## src/rtl/spi_frame_rx.sv

```systemverilog
// SPI slave frame receiver: synchronised SCK/CS/DATA, MSB-first shift, length check, valid/ready output.
// Define SPI_FIFO_EN to replace the single holding register with a FIFO_DEPTH-entry FWFT FIFO.
module spi_frame_rx #(
   parameter int FRAME_BITS  = 24,
   parameter int SYNC_STAGES = 2,
   parameter int SAMPLE_EDGE = 0,
   parameter int FIFO_DEPTH  = 4
) (
   input  logic                               CLOCK_50,
   input  logic                               RESET_N,
   input  logic                               SPI_CLK,
   input  logic                               SPI_CS,
   input  logic                               SPI_DATA,
   output logic [FRAME_BITS-1:0]              frame_data,
   output logic                               frame_valid,
   input  logic                               frame_ready,
   output logic                               frame_err,
   output logic                               overrun,
   output logic                               busy,
   output logic [15:0]                        frame_count,
   output logic [$clog2(FIFO_DEPTH+1)-1:0]    fifo_level
);
   localparam int LW = $clog2(FIFO_DEPTH + 1);
   localparam int CW = $clog2(FRAME_BITS + 2);
   localparam logic [CW-1:0] CNT_FULL = CW'(FRAME_BITS);
   localparam logic [CW-1:0] CNT_SAT  = CW'(FRAME_BITS + 1);

   logic [SYNC_STAGES-1:0] r_cs_sync, r_sck_sync, r_dat_sync;
   logic                   r_cs_d, r_sck_d;
   logic [FRAME_BITS-1:0]  r_shift;
   logic [CW-1:0]          r_cnt;
   logic                   r_busy, r_err, r_overrun;
   logic [15:0]            r_count;

   logic w_cs_s, w_sck_s, w_dat_s, w_cs_fall, w_cs_rise, w_sck_edge, w_commit;

   // CS idles high so a reset never fabricates a chip-select fall.
   always_ff @(posedge CLOCK_50 or negedge RESET_N) begin
      if (!RESET_N) begin
         r_cs_sync  <= '1;
         r_sck_sync <= '0;
         r_dat_sync <= '0;
         r_cs_d     <= 1'b1;
         r_sck_d    <= 1'b0;
      end else begin
         r_cs_sync  <= {r_cs_sync[SYNC_STAGES-2:0], SPI_CS};
         r_sck_sync <= {r_sck_sync[SYNC_STAGES-2:0], SPI_CLK};
         r_dat_sync <= {r_dat_sync[SYNC_STAGES-2:0], SPI_DATA};
         r_cs_d     <= w_cs_s;
         r_sck_d    <= w_sck_s;
      end
   end

   assign w_cs_s     = r_cs_sync[SYNC_STAGES-1];
   assign w_sck_s    = r_sck_sync[SYNC_STAGES-1];
   assign w_dat_s    = r_dat_sync[SYNC_STAGES-1];
   assign w_cs_fall  = r_cs_d & ~w_cs_s;
   assign w_cs_rise  = ~r_cs_d & w_cs_s;
   assign w_sck_edge = (SAMPLE_EDGE != 0) ? (~r_sck_d & w_sck_s) : (r_sck_d & ~w_sck_s);
   assign w_commit   = w_cs_rise & (r_cnt == CNT_FULL);

   // A CS rise takes priority over a coincident SCK edge, which is dropped.
   always_ff @(posedge CLOCK_50 or negedge RESET_N) begin
      if (!RESET_N) begin
         r_shift <= '0;
         r_cnt   <= '0;
         r_busy  <= 1'b0;
         r_err   <= 1'b0;
         r_count <= '0;
      end else begin
         r_busy <= ~w_cs_s;
         r_err  <= w_cs_rise & (r_cnt != CNT_FULL);
         if (w_commit)
            r_count <= r_count + 16'd1;
         if (w_cs_fall) begin
            r_shift <= '0;
            r_cnt   <= '0;
         end else if (!w_cs_rise && w_sck_edge && !w_cs_s) begin
            r_shift <= {r_shift[FRAME_BITS-2:0], w_dat_s};
            if (r_cnt != CNT_SAT)
               r_cnt <= r_cnt + CW'(1);
         end
      end
   end

`ifdef SPI_FIFO_EN
   localparam int PW = $clog2(FIFO_DEPTH);

   logic [FRAME_BITS-1:0] r_mem [FIFO_DEPTH];
   logic [PW-1:0]         r_wr_ptr, r_rd_ptr;
   logic [LW-1:0]         r_level;
   logic                  w_pop, w_push, w_full;

   assign w_full = (r_level == LW'(FIFO_DEPTH));
   assign w_pop  = (r_level != '0) & frame_ready;
   assign w_push = w_commit & (~w_full | w_pop);

   always_ff @(posedge CLOCK_50) begin
      if (w_push)
         r_mem[r_wr_ptr] <= r_shift;
   end

   always_ff @(posedge CLOCK_50 or negedge RESET_N) begin
      if (!RESET_N) begin
         r_wr_ptr  <= '0;
         r_rd_ptr  <= '0;
         r_level   <= '0;
         r_overrun <= 1'b0;
      end else begin
         r_overrun <= w_commit & w_full & ~w_pop;
         if (w_push)
            r_wr_ptr <= r_wr_ptr + PW'(1);
         if (w_pop)
            r_rd_ptr <= r_rd_ptr + PW'(1);
         r_level <= r_level + LW'(w_push) - LW'(w_pop);
      end
   end

   // Memory is not reset, so the head is masked while empty.
   assign frame_valid = (r_level != '0);
   assign frame_data  = frame_valid ? r_mem[r_rd_ptr] : '0;
   assign fifo_level  = r_level;
`else
   logic [FRAME_BITS-1:0] r_hold;
   logic                  r_valid;

   always_ff @(posedge CLOCK_50 or negedge RESET_N) begin
      if (!RESET_N) begin
         r_hold    <= '0;
         r_valid   <= 1'b0;
         r_overrun <= 1'b0;
      end else begin
         r_overrun <= w_commit & r_valid & ~frame_ready;
         if (w_commit) begin
            r_hold  <= r_shift;
            r_valid <= 1'b1;
         end else if (r_valid && frame_ready) begin
            r_valid <= 1'b0;
         end
      end
   end

   assign frame_valid = r_valid;
   assign frame_data  = r_hold;
   assign fifo_level  = LW'(r_valid);
`endif

   assign frame_err   = r_err;
   assign overrun     = r_overrun;
   assign busy        = r_busy;
   assign frame_count = r_count;
endmodule
```

## config.mk

```make
export PLATFORM = sky130hd
export DESIGN_NAME = spi_frame_rx
export DESIGN_NICKNAME = d
export VERILOG_FILES = /design/src/rtl/spi_frame_rx.sv
export SDC_FILE = /design/constraint.sdc
export NUM_CORES = 1
export LEC_CHECK = 0
export BUFFER_PORTS_ARGS = -buffer_cell sky130_fd_sc_hd__buf_2
export CORE_ASPECT_RATIO = 1.2
export CORE_MARGIN = 3
export CORE_UTILIZATION = 50
export DETAILED_ROUTE_END_ITERATION = 8
export MAX_ROUTING_LAYER = met4
export PLACE_DENSITY = 0.74
export SLEW_MARGIN = 30
export SYNTH_ARGS = -nofsm -noshare
export SYNTH_HDL_FRONTEND = slang
export SYNTH_SLANG_ARGS = --single-unit
```

## constraint.sdc

```tcl
create_clock -name CLOCK_50 -period 1.5 [get_ports CLOCK_50]
set_input_delay 0.3 -clock CLOCK_50 [delete_from_list [all_inputs] [get_ports CLOCK_50]]
set_output_delay 0.3 -clock CLOCK_50 [all_outputs]
set_load 0.005 [all_outputs]
```

# Word level (Yosys, flattened, before mapping)
# Index checks and enable logic that the tools add are counted.
[word_totals]
mem_count = 0
latchBits = 0
rom_bits = 0
mem_bits_rw = 0
reg_bits = 81
input_bits = 6
wordCells = 45
out_inout_bits = 47
[op_classes]
mux = 7
eq_ne = 3
div_mod_pow = 0
n_reduce_logical = 9
add_sub_neg = 2
bitwise_logic = 11
multipliers = 0
shift = 0
magnitude_cmp = 0
[ops]
columns = ["operator", "n"]
rows = [
  ["$mux W24", 2],
  ["$add A16 B1 Y16 const B", 1],
  ["$mux W5", 3],
  ["$ne A5 B5 Y1 const B", 2],
  ["$and A1 B1 Y1", 7],
  ["$reduce_bool A2 Y1", 3],
  ["$add A5 B1 Y5 const B", 1],
  ["$eq A5 B5 Y1 const B", 1],
  ["$not A1 Y1", 4],
  ["$logic_and A1 B1 Y1", 3],
  ["$logic_not A1 Y1", 2],
  ["$mux W1", 2],
  ["$reduce_and A2 Y1", 1],
]

# Longest topological paths before layout
# Gate-level depths: netlist (run 1).
[depth]
word_depth = 7
ltp_mapped = 8
ltp_nobuf = 6

# Least setup slack after synthesis (run 1)
# OpenSTA, ideal clock, no wires.
[synth_path]
kind = "reg2reg"
startpoint = "register r_cnt[0]"
endpoint = "register r_count[12], in the netlist frame_count[12]"
t_arrival_ps = 1397
setup_slack_ps = -21
period_less_slack_ps = 1521
path_stages_with_launch = 7
required_ps = 1376
setup_time_ps = 124
n_path_buf = 0
path_cell_list = "dfrtp_1 > inv_1 > ha_1 > nand4b_1 > nor4_2 > nand4_1 > xnor2_1"
[synth_between]
elab_chain_len = 2
[synth_rtl]
columns = ["item", "line", "rtl"]
rows = [
  ["start: declaration", "31", "logic [CW-1:0] r_cnt;"],
  ["start signal: assignment", "81", "r_cnt <= r_cnt + CW'(1);"],
  ["$eq A5 B5 Y1", "60", "assign w_commit = w_cs_rise & (r_cnt == CNT_FULL);"],
  ["$and A1 B1 Y1", "60", ""],
  ["end signal: assignment", "74", "r_count <= r_count + 16'd1;"],
  ["end: declaration", "33", "logic [15:0] r_count;"],
]
# Every way passes these cells.
# A chain may end at the register's enable or synchronous reset.

# Worst setup path after layout (run 1)
[layout_path]
startpoint = "register r_cnt[1]"
endpoint = "register r_count[15], in the netlist frame_count[15]"
# Same word-level chain as after synthesis.

==> results of run 1 <==
final cells by class:
| cell class | count | area (sq um) |
|---|---|---|
| clock inverters | 7 | 103 |
| well taps | 82 | 103 |
| fillers | 508 | 1940 |
| clock buffers | 9 | 124 |
| repair buffers | 84 | 607 |
| multi-input cells | 226 | 1210 |
| inverters | 3 | 11.3 |
| flip-flops and latches | 81 | 2030 |
kinds of logic after synthesis:
group | after synthesis | synth area share
other | 1 | 0.00116
adder cells (fa/ha/maj) | 4 | 0.0155
flip-flops | 81 | 0.629
AND/OR/NAND/NOR | 176 | 0.235
AO/OA/AOI/OAI | 25 | 0.0388
XOR/XNOR | 19 | 0.0516
buffers and inverters | 19 | 0.0291
worst min-delay path by stage:
stage	endpoint	slack, ns	cells after the start
after floorplan	busy	0.004	0
after global placement	frame_data[19]	0.11	1
after detailed placement	frame_data[19]	0.11	1
after CTS	r_cs_sync[0]	0.01	1
after global routing	r_cs_sync[0]	0.01	1
final	r_cs_sync[0]	0.03	1
power groups by stage:
stage	logic (mW)	registers, mW	clock network (mW)
2_1_floorplan	0.0643	2.27	0
3_3_place_gp	0.166	2.26	0
3_5_place_dp	0.170	2.27	0
4_1_cts	0.204	2.22	1.83
5_1_grt	0.234	2.23	1.93
6_report	0.208	2.22	1.80
sequential cells by signal, summed over array words and instances (netlist names):
register	count
busy	1
frame_count	16
frame_data	24
frame_err	1
frame_valid	1
overrun	1
r_cnt	5
r_cs_d	1
r_cs_sync	2
r_dat_sync	2
r_sck_d	1
r_sck_sync	2
r_shift	24
per-stage QoR:
step           setup TNS (ns)  total power [mW]  instances  hold slack, ns  cell area, sq um
2_1_floorplan        -0.00925              2.33        326         0.00441              3240
3_3_place_gp                0              2.43        465           0.109              3730
3_5_place_dp           -0.198              2.44        465           0.109              3730
4_1_cts               -0.0448              4.25        488          0.0101              4090
5_1_grt                 -3.57              4.39        492          0.0124              4190
6_report               -0.672              4.23        492          0.0332              4190
timing repair:
item                       CTS  global route
setup endpoints to repair   19            69
pin swaps                    7            12
setup buffers                6             2
resized for setup           14             9
cloned                       0             3
hold endpoints to repair    51             0
hold buffers                 1             0
cell usage in the layout (no fill, tap or decap), types with 3 or more instances in the layout:
cell type | Yosys | routed
nand2_1 | 131 | 129
clkbuf_8 | 0 | 9
nand2b_1 | 3 | 3
nor2_1 | 11 | 10
xor2_1 | 11 | 11
nor4_4 | 0 | 3
nand3_1 | 7 | 7
dfrtp_1 | 78 | 78
buf_6 | 0 | 3
dfstp_2 | 3 | 3
a21oi_1 | 24 | 24
xnor2_1 | 8 | 8
nand4_1 | 7 | 7
buf_2 | 6 | 49
buf_4 | 4 | 25
buf_12 | 0 | 4
per-layer routing:
layer | wire length, um | share of wire
met3 | 334 | 0.048
met2 | 3400 | 0.49
met5 | 0 | 0
met4 | 148 | 0.021
met1 | 3030 | 0.44
==> key figures, run 1 <==
Placement
  – Pre-CTS setup slack: -0.0620 ns
  – IO Port Bufs: 50
  – RePlAce Congestion: ~0.86
  – Post-DP HPWL: 4230 um

Critical path
  – R2r setup slk: -0.13 ns
  – WP depth: 6
  – Crit path arrival time: between 1.5 and 2 ns
  – Crit path buf inv count: 1
  – Critical path, cell by cell: inv_2 -> ha_4 -> and4b_2 -> nand2_4 -> nor4_4 -> xor2_1
  – Worst path slowest cell: dfrtp_1
  – Crit path from: r_cnt[1]
  – Reg2reg path depth: 6
  – CP endpoint: frame_count[15]
  – Setup crit end kind: flop
  – Worst r2r src: r_cnt[1]
  – Max incr delay on CP: 0.41 ns
  – Delay-heaviest family, CP: simple AND/OR/NAND/NOR gates
  – Worst EP required: 1.76 ns
  – Setup CP Type: reg -> reg
  – FF-to-FF End: frame_count[15]
  – Setup crit start kind: flop
  – Max FO, Critical Path: 6

GRT
  – GRT Max-Usage Layer: met2
  – GRT Total Usage: 0.196
  – Initial antenna violation count: 0
  – Largest net degree at the start of global routing: 50
  – Met3 usage: 0.0595
  – Number of global-route vias before repair: between 2000 and 2500
  – Remaining Overflow, GRT: 0
  – Grt met2 use: 0.312
  – Global-route wire length before repair: around 11000 um
  – Grt met1 use: 0.236

Logic synthesis
  – Asr flop ratio synth: 1.00
  – Post-synth EDFFs: 0
  – Area contributors post-synth: dfrtp_1 (60%), nand2_1 (15%), a21oi_1 (3.7%)
  – Seq/Total Area, Yosys: 0.629
  – Syn avg cell area: ~9.9 sq um
  – Post-synthesis cell area: between 3000 and 4000 sq um
  – Post-synth top cells: nand2_1 (131), dfrtp_1 (78), a21oi_1 (24)
  – Yosys top cell area share: 0.605
  – Largest area contributor in the netlist: dfrtp_1
  – Yosys reg bits: between 80 and 90
  – Ys flop type: dfrtp_1
  – Ys Warns: 0
  – Most numerous cell in the Yosys netlist: nand2_1
  – Cells after synthesis: between 300 and 400
  – Distinct cells, synth: 30

Floorplanning
  – Starting Density: 0.527
  – Die area: between 7000 and 8000 sq um
  – Die H: about 94 um
  – Chip width: between 70 and 80 um
  – Core area: between 6000 and 7000 sq um
  – Row Count: 31
  – # IOs: 53

Power
  – Leak: 2.25 nW
  – Combinational power share: 0.049
  – Peak VDD IR: 0.000542 V
  – Power density cells: roughly 1000 nW/um^2
  – Switching Fraction: 0.232
  – Internal cell power: 3.25 mW
  – Clk pwr share: 0.425
  – NetSw: 0.980 mW
  – Reg power frac: 0.526

Route
  – WL/cell: about 14 um
  – Residual DRC count: 0
  – Final ANT Viol Nets: 0
  – Via count: between 2000 and 2500
  – Initial DRT Pass Iterations: 6
  – Final WL: approximately 6900 um
  – 1st-iter DRT viols: approximately 170
  – Vias per cell: between 5 and 6

Min path
  – Hold_sp: SPI_CS
  – Hold WC Path Type: in -> reg

Timing
  – Final Skew: ~0.009 ns
  – Final Max Slew Viols: 0
  – Tcrit/Tclk final: 1.09
  – Worst setup margin: -0.132 ns
  – Setup repair after global routing missed its margin: yes
  – Final hold vios: 0
  – Fmax: about 0.6 GHz
  – # setup viols final: 22
  – Period minus WS final: around 1.6 ns

Clock network
  – Clock Path Buffers: 2
  – H-tree Lvls: 3
  – Total CTS buffers: 9
  – TritonCTS clock tree: built
  – Clock latency on the worst-skew pair: between 0.3 and 0.4 ns
  – CTS sink cnt: between 80 and 90
  – Clock-pin slew on the worst setup and hold paths: approximately 0.080 ns
  – Clock root cell: clkbuf_8

Finish
  – Finished Core Util: 0.684
  – Share of layout cells above drive strength 1: 0.295
  – Syn-to-layout area delta: 29.9%
  – N_diodes: 0
  – Nets: ~420

Flow run
  – Max Cap Viol: 0

Run status
  – Status: finished with violations
  – Failing checks: setup timing
Power figures use the tool's default switching activity.
==> run 2, diff against run 1 <==
ABC_AREA = 1   (was not set)
==> run 2 against run 1 <==
  * The run now ends clean
  * Via count grew 1.3%
  * Synthesized cell count grew 8.3%
  * Critical path type unchanged
  * Sequential cell count is the same
  * Final area shrank 4.0%
  * Critical path depth grew 2
  * Largest cell class unchanged
  * Clock skew grew 0.0024 ns
  * Die area grew 3.0%
  * Worst setup slack gained 0.22 ns
  * Utilization shrank 3.9 points
  * Global-route usage shrank 1.1 points
  * Sequential share of layout area grew 2.0 points
  * Sequential power grew 2%
  * Highest routed layer unchanged
==> key figures, run 2 <==
Logic synthesis
  – Seq/Total Area, Yosys: 0.610
  – Post-synthesis cell area: around 3300 sq um
  – Post-synth top cells: nand2_1 (83), dfrtp_1 (78), o21ai_0 (42)
  – Asr flop ratio synth: 1.00
  – Area contributors post-synth: dfrtp_1 (59%), nand2_1 (9.4%), o21ai_0 (6.3%)
  – Yosys reg bits: 81
  – Ys Warns: 0
  – Largest area contributor in the netlist: dfrtp_1
  – Yosys top cell area share: 0.586
  – Syn avg cell area: 9.46 sq um
  – Cells after synthesis: roughly 350
  – Post-synth EDFFs: 0
  – Distinct cells, synth: 25
  – Most numerous cell in the Yosys netlist: nand2_1
  – Ys flop type: dfrtp_1

Timing
  – Final Max Slew Viols: 0
  – Fmax: ~0.7 GHz
  – Hold_ws: a little under 0.05 ns
  – # setup viols final: 0
  – Worst setup margin: between 0.09 and 0.1 ns
  – Final Skew: about 0.011 ns
  – Period minus WS final: roughly 1.4 ns
  – Final hold vios: 0
  – Tcrit/Tclk final: 0.938

Clock network
  – Clock Path Buffers: 2
  – H-tree Lvls: 3
  – Clock root cell: clkbuf_8
  – Clock latency on the worst-skew pair: roughly 0.35 ns
  – TritonCTS clock tree: built
  – Total CTS buffers: 9
  – Clock-pin slew on the worst setup and hold paths: ~0.09 ns
  – CTS sink cnt: just over 80

Route
  – Final WL: ~6400 um
  – Via count: 2520
  – 1st-iter DRT viols: roughly 170
  – Final ANT Viol Nets: 0
  – Vias per cell: between 4 and 5
  – Residual DRC count: 0
  – WL/cell: ~13 um
  – Initial DRT Pass Iterations: 4

Finish
  – Layout Cells excl Fill: just over 500
  – Most frequent cells in the layout: nand2_1 (79), dfrtp_1 (78), buf_2 (50)
  – Most common cell after layout, fill and taps aside: nand2_1
  – Share of layout cells above drive strength 1: 0.256
  – Final Cell Area: between 4000 and 5000 sq um
  – Fillers: approximately 510
  – Syn-to-layout area delta: 20.9%
  – Nets: 430
  – N_diodes: 0

Placement
  – Post-DP HPWL: between 4000 and 5000 um
  – Placed instance count: between 400 and 500
  – IO Port Bufs: 50
  – RePlAce Congestion: just over 0.8
  – Pre-CTS setup slack: -0.0259 ns
  – Placed cell area: between 3000 and 4000 sq um

Flow run
  – Max Cap Viol: 0

Critical path
  – Worst EP required: 1.78 ns
  – Setup crit end kind: flop
  – WP depth: 8
  – Crit path buf inv count: 1
  – Max incr delay on CP: roughly 0.41 ns
  – Delay-heaviest family, CP: simple AND/OR/NAND/NOR gates
  – Setup CP Type: reg -> reg
  – Setup crit start kind: flop
  – Reg2reg path depth: 8
  – Worst path slowest cell: dfrtp_1
  – Crit path arrival time: 1.69 ns
  – Max FO, Critical Path: 4
  – Critical path, cell by cell: ha_2 -> nand2_2 -> nor2_2 -> nand2_1 -> nor2_2 -> buf_2 -> nand3b_1 -> nand2_1

Min path
  – Hold WC Path Type: in -> reg
  – Hold depth: 1

GRT
  – Remaining Overflow, GRT: 0
  – GRT Total Usage: 0.186
  – Initial antenna violation count: 0
  – Global-route wire length before repair: 10600 um
  – Number of global-route vias before repair: between 2000 and 2500
  – Largest net degree at the start of global routing: 40

Floorplanning
  – Chip width: slightly above 80 um
  – Starting Density: 0.533
  – Die area: roughly 7700 sq um
  – # IOs: between 50 and 60
  – Die H: 95.4 um
  – Core area: ~6200 sq um
  – Row Count: 31

Power
  – Switching Fraction: 0.260
  – Power density cells: between 1000 and 1500 nW/um^2
  – Leak: a little over 2 nW
  – Combinational power share: 0.078
  – Internal cell power: 3.03 mW
  – Reg power frac: 0.554
  – Peak VDD IR: approximately 0.00051 V
  – Pwr Total: 4.09 mW
  – NetSw: around 1.1 mW
  – Clk pwr share: 0.368

Run status
  – Status: complete, no violations
## run 2: cells by family (layout without fill, tap and decap cells)
group                      after synthesis  after routing  share of synthesized area
AOI/OAI and AO/OA                       52             52                     0.0781
xor gates and xnor gates                 7              7                     0.0184
adders and majority gates                4              4                     0.0150
buffers and inverters                   58            129                     0.0759
DFF                                     81             81                      0.610
other                                    1              2                    0.00113
and+or+nand+nor                        149            150                      0.202
## run 2: metal layers
layer	GRT usage	wire length, um
met3	0.0406	292
met1	0.224	2860
met5	-	0
met2	0.300	3120
met4	0.0845	107
## run 2: area by class of cell
class	instances	area, sq um	share of cell area
Tap cell	82	103	0.0255
Timing Repair Buffer	71	447	0.111
Inverter	42	158	0.0392
Clock inverter	6	51.3	0.0127
Sequential cell	81	2030	0.504
Multi-Input combinational cell	215	1100	0.273
Clock buffer	10	138	0.0342
## run 2: what timing repair did
action / 4_1_cts / 5_1_grt
cloned: 0 / 2
pin swaps: 0 / 4
endpoints found under the hold margin: 25 / 0
setup endpoints to repair: 4 / 39
resized for setup: 3 / 15
buffers inserted: 0 / 4
hold buffers: 1 / 0
## run 2: through the flow
| stage | setup TNS [ns] | util |
|---|---|---|
| finish | 0 | 0.645 |
| floorplan | 0 | - |
| detailed placement | -0.0616 | 0.598 |
| global placement | 0 | 0.598 |
| CTS | 0 | 0.632 |
| global route | -0.0677 | 0.645 |
## run 2: worst paths after layout
path	startpoint	endpoint	slack, ns
max	frame_count[0]	frame_count[8]	0.09
min	SPI_CS	r_cs_sync[0]	0.05
max reg2reg	frame_count[0]	frame_count[8]	0.09
min reg2reg	r_sck_sync[0]	r_sck_sync[1]	0.35
max in group asynchronous	RESET_N	r_shift[0]	0.55
min in group asynchronous	RESET_N	frame_valid	0.41
## run 2: worst register-to-register path: cells and delay by family, from the launching register on
family,cells,cell delay (ns)
and+or+nand+nor,6,0.55
DFF,1,0.41
adders and majority gates,1,0.22
buffers and inverters,1,0.16
## run 2: power by group through the flow
stage          Clock (mW)  Sequential [mW]  Combinational (mW)
6_report             1.51             2.27               0.319
5_1_grt              1.63             2.28               0.367
4_1_cts              1.54             2.27               0.287
3_5_place_dp            0             2.31               0.281
3_3_place_gp            0             2.31               0.272
2_1_floorplan           0             2.31               0.135
